==> config.mk <==
export PLATFORM = sky130hd
export DESIGN_NAME = note_freq_gen_x64
export DESIGN_NICKNAME = d
export VERILOG_FILES = /design/src/rtl/note_freq_gen_x64.sv
export SDC_FILE = /design/constraint.sdc
export NUM_CORES = 1
export LEC_CHECK = 0
export CORE_MARGIN = 1
export CORE_UTILIZATION = 55
export DETAILED_ROUTE_END_ITERATION = 10
export HOLD_SLACK_MARGIN = 0.02
export PLACE_DENSITY_LB_ADDON = 0.25
export SYNTH_ARGS = -nofsm -noshare
export SYNTH_HDL_FRONTEND = slang
export SYNTH_SLANG_ARGS = --single-unit
==> constraint.sdc <==
create_clock -name clk50mhz -period 2.4 [get_ports clk50mhz]
set_clock_uncertainty 0.2 [all_clocks]
set_input_delay 0.48 -clock clk50mhz [delete_from_list [all_inputs] [get_ports clk50mhz]]
set_output_delay 0.48 -clock clk50mhz [all_outputs]
set_load 0.05 [all_outputs]
==> src/rtl/note_freq_gen_x64.sv <==
// Note index to square wave at 64x musical pitch, divided from the 50 MHz clock.
// Optional FREQGEN_PHASE_CONT_EN: divider changes take effect only at a half-period boundary.
module note_freq_gen_x64 #(
  parameter int CNT_W  = 14,
  parameter int NOTE_W = 6
) (
  input  logic              clk50mhz,
  input  logic              rst_n,
  input  logic [NOTE_W-1:0] note_in,
  output logic              freq_out
);

  // Half-period in clk50mhz cycles: round(50e6 / (128 * 65.406 * 2^((n-1)/12)))
  function automatic int div_rom(input int n);
    case (n)
       1: return 5972;  2: return 5637;  3: return 5321;  4: return 5022;
       5: return 4740;  6: return 4474;  7: return 4223;  8: return 3986;
       9: return 3762; 10: return 3551; 11: return 3352; 12: return 3164;
      13: return 2986; 14: return 2819; 15: return 2660; 16: return 2511;
      17: return 2370; 18: return 2237; 19: return 2112; 20: return 1993;
      21: return 1881; 22: return 1776; 23: return 1676; 24: return 1582;
      25: return 1493; 26: return 1409; 27: return 1330; 28: return 1256;
      29: return 1185; 30: return 1119; 31: return 1056; 32: return  997;
      33: return  941; 34: return  888; 35: return  838; 36: return  791;
      37: return  747; 38: return  705; 39: return  665; 40: return  628;
      41: return  593; 42: return  559; 43: return  528; 44: return  498;
      45: return  470; 46: return  444; 47: return  419; 48: return  395;
      49: return  373; 50: return  352; 51: return  333; 52: return  314;
      53: return  296; 54: return  280; 55: return  264; 56: return  249;
      57: return  235; 58: return  222; 59: return  209; 60: return  198;
      61: return  187; 62: return  176; 63: return  166;
      default: return 0;
    endcase
  endfunction

  logic [CNT_W-1:0] cnt_q, cnt_d;
  logic             freq_out_q, freq_out_d;
  logic [CNT_W-1:0] d_sel, d_use;
  logic             silent, wrap;

  assign d_sel    = CNT_W'(div_rom(int'(note_in)));
  assign silent   = (note_in == '0);
  assign freq_out = freq_out_q;

`ifdef FREQGEN_PHASE_CONT_EN
  logic [CNT_W-1:0] d_active_q, d_active_d;
  logic             silent_q, silent_d;

  assign d_use = d_active_q;

  // Reload only at a wrap or on the first edge out of silence, so a half-period never gets cut short.
  always_comb begin
    d_active_d = d_active_q;
    silent_d   = silent;
    if (!silent && (wrap || silent_q)) d_active_d = d_sel;
  end

  always_ff @(posedge clk50mhz or negedge rst_n) begin
    if (!rst_n) begin
      d_active_q <= CNT_W'(div_rom(1));
      silent_q   <= 1'b0;
    end else begin
      d_active_q <= d_active_d;
      silent_q   <= silent_d;
    end
  end
`else
  assign d_use = d_sel;
`endif

  // >= rather than == so a counter already beyond a smaller new divider wraps at once.
  assign wrap = (cnt_q >= d_use - CNT_W'(1));

  always_comb begin
    cnt_d      = cnt_q;
    freq_out_d = freq_out_q;
    if (silent) begin
      cnt_d      = '0;
      freq_out_d = 1'b0;
    end else if (wrap) begin
      cnt_d      = '0;
      freq_out_d = ~freq_out_q;
    end else begin
      cnt_d      = cnt_q + CNT_W'(1);
    end
  end

  always_ff @(posedge clk50mhz or negedge rst_n) begin
    if (!rst_n) begin
      cnt_q      <= '0;
      freq_out_q <= 1'b0;
    end else begin
      cnt_q      <= cnt_d;
      freq_out_q <= freq_out_d;
    end
  end

endmodule

==> flow_summary.toml <==
[route]
route.vias.total = 3500
postRouteAntennaNets = 0
vias_per_cell = 7.642
first_pass_iters = 11
drt-total-wl_um = 12570
wire_per_inst_um = 27.44
drt_iter0_markers = 641
remaining_drc_errors = 1

[worst_setup_path]
crit_arrival_ns = 4.43
timing.rr.end = "cnt_q[10]"
cp-start-kind = "input pin"
reg2reg_depth = 9
cp.required_ns = 2.34
r2r_start = "cnt_q[0]"
reg2reg_slack_ns = -0.10
crit_type = "input pin to flip-flop"
critPathMaxFanout = 14
crit_start = "note_in[1]"
cp-end-kind = "flip-flop"

[floorplanning]
core_area_mm2 = 0.004115
die_x_um = 68.25
start_util_pct = 58.65
io_pins = 9
die_h_um = 68.25
die_area_mm2 = 0.004657
rows = 23

[final_layout]
drive_gt1_share_pct = 43.38
antennaDiodeCount = 0
fin_cells = 458
nets = 445
area_delta_synth_final_pct = 54.80

[cts]
cts-buffers-inserted = 3
htreeDepth = 1
cts_root_buf = "clkbuf_8"
cts_tree = "done"
clkSinkCount = 15
clk_latency_ns = 0.25
cts_buffer_depth = 2
clk_pin_slew_ns = 0.06

[place]
gp_congestion = 0.9178
portBuffers = 8
dp_hpwl_um = 5826
place_inst = 424

[sta]
slew_violations = 0
slew_headroom_pct = 53.44
hold_violations = 0
finalCriticalPeriod_ns = 4.489
fmax_ghz = 0.2228
layout_setup_ws_ns = -2.089
finalCritPeriodShare_pct = 187.0
grt_setup_unrepaired = "true"
finalSetupViolCount = 15
worst_pin_slew_ns = 0.6962

[power_and_ir_drop]
finalPower_mw = 1.779
power_leakage_nw = 1.682
max-vdd-ir-drop_v = 0.0006303
cellPowerDensity_mw_per_mm2 = 476.0

[global_routing]
grt_pass1_wl_um = 15390
antenna_found_initial = 0
grt_pass1_vias = 2999
grt_usage_pct = 45.12
grt_start_max_net_pins = 21
gr-total-overflow = 0

[yosys]
ys_ff_latch = 15
avgSynthCellArea_um2 = 7.614
async_flop_share_pct = 100.0
syn_inst = 317
synth_nets = 353
synth-edff-count = 0
yosysWarnings = 0
ys.flop_type = "dfrtp_1"
synth-seq-area-share_pct = 15.55
synth_cell_types = 59
synth.cell_area_mm2 = 0.002414

[status]
status = "finished, violations left"
violations = "design-rule violations, negative setup slack"

[worst_hold_path]
hp-class = "flip-flop to flip-flop"
min-delay-start = "cnt_q[0]"
hold_depth = 1
min_to = "cnt_q[0]"

[job]
max_cap_viol_count = 0
==> metal layers <==
metal	vias up	GRT usage (%)	share of wire [%]
met4	0	22.66	11
met5	-	0	0
met2	424	71.69	40
li1	1334	-	-
met3	174	13.00	16
met1	1568	54.96	33
==> worst max path at each step <==
stage | to | slack (ns) | cells after the start
2_1_floorplan | cnt_q[0] | -1.73 | 20
3_3_place_gp | cnt_q[0] | -2.31 | 18
3_5_place_dp | freq_out | -2.48 | 19
4_1_cts | freq_out | -1.77 | 20
5_1_grt | cnt_q[10] | -2.11 | 20
6_report | cnt_q[10] | -2.09 | 19
==> cells in the mapped netlist, types with 8 or more instances <==
master | instances | share of area [%]
nor2_1 | 37 | 5.8
ha_1 | 28 | 15
nand2_1 | 23 | 3.6
a21oi_1 | 17 | 3.5
o21ai_0 | 17 | 3.5
dfrtp_1 | 15 | 16
buf_2 | 12 | 2.5
xnor2_1 | 11 | 4.0
inv_1 | 10 | 1.6
nand2b_1 | 10 | 2.6
nand3_1 | 8 | 1.7
nor3_1 | 8 | 1.7
xor2_1 | 8 | 2.9
==> state kept, by name, summed over array words and instances, names as in the netlist <==
register and flops:
cnt_q 14, freq_out 1
==> per-stage QoR <==
step | worst slack [ns] | TNS (ns) | hold slack, ns | utilization, % | instance area (um^2)
floorplan | -1.725 | -24.85 | -0.01559 | - | 2562
global placement | -2.310 | -34.46 | 0.2886 | 74.76 | 3077
detailed placement | -2.481 | -36.87 | 0.3010 | 74.76 | 3077
CTS | -1.766 | -25.85 | 0.3097 | 84.31 | 3470
global route | -2.113 | -29.64 | 0.3526 | 90.79 | 3736
finish | -2.089 | -28.97 | 0.3332 | 90.79 | 3736
==> final cells by class <==
cell class	count	area (um^2)
Inverter	10	50.05
Clock buffer	4	45.04
Multi-Input combinational cell	270	2241
Fill cell	174	379.1
Tap cell	50	62.56
Sequential cell	15	375.4
Timing Repair Buffer	109	962.2
==> repair_timing <==
item / CTS / global route
endpoints found under the setup margin: 15 / 15
gates cloned: 1 / 1
hold buffers: 0 / 0
endpoints found under the hold margin: 0 / 0
buffers inserted: 21 / 7
gates resized for setup: 57 / 51
pin swaps: 16 / 24
==> layout by cell type, fill, tap and decap left out, drive strengths merged, types with 3 or more instances in the layout <==
cell      n
inv      10
dfrtp    15
mux2i     5
a21o      6
o22ai     7
nor2b     7
buf     103
nand2b   10
xnor2    11
a21oi    17
nor2     37
ha       28
or2       4
and3      7
a31oi     7
o21a      3
nand3     8
a22oi     3
mux4      3
o211ai    6
nand4     5
clkbuf    6
a211oi    5
xor2      8
nand2    24
o31ai     3
o21ai    17
nor3      8
==> worst max-delay path, cell delays in order <==
cell and delay [ns]:
buf_8 0.11, buf_12 0.13, ha_4 0.18, buf_4 0.18, nor3_2 0.23, nor3_1 0.09
a21oi_1 0.19, o211ai_1 0.24, a2111o_1 0.45, or3_4 0.35, a21boi_2 0.16, ha_1 0.33
a21o_1 0.17, a21o_1 0.17, a21oi_2 0.12, o21a_1 0.19, o31ai_4 0.10, a31o_4 0.29
nor2_2 0.25
==> logic make-up (layout without fill, tap and decap cells) <==
logic type      count (synthesis)  count (layout)  share of synthesized area, %
simple gates                  120             120                         24.57
flops                          15              15                         15.55
compound gates                 93              93                         25.71
xor+xnor                       19              19                         6.895
fa+ha+maj                      29              29                         14.93
buf+inv                        32             123                         6.843
mux                             9               9                         5.495
==> where the power goes <==
group / internal, mW / switching [mW] / leakage (nW)
clock network: 0.118 / 0.0921 / 0.0228
registers: 0.322 / 0.106 / 0.197
logic: 0.531 / 0.610 / 1.46
total: 0.971 / 0.808 / 1.68
(Power assumes the default switching activity.)
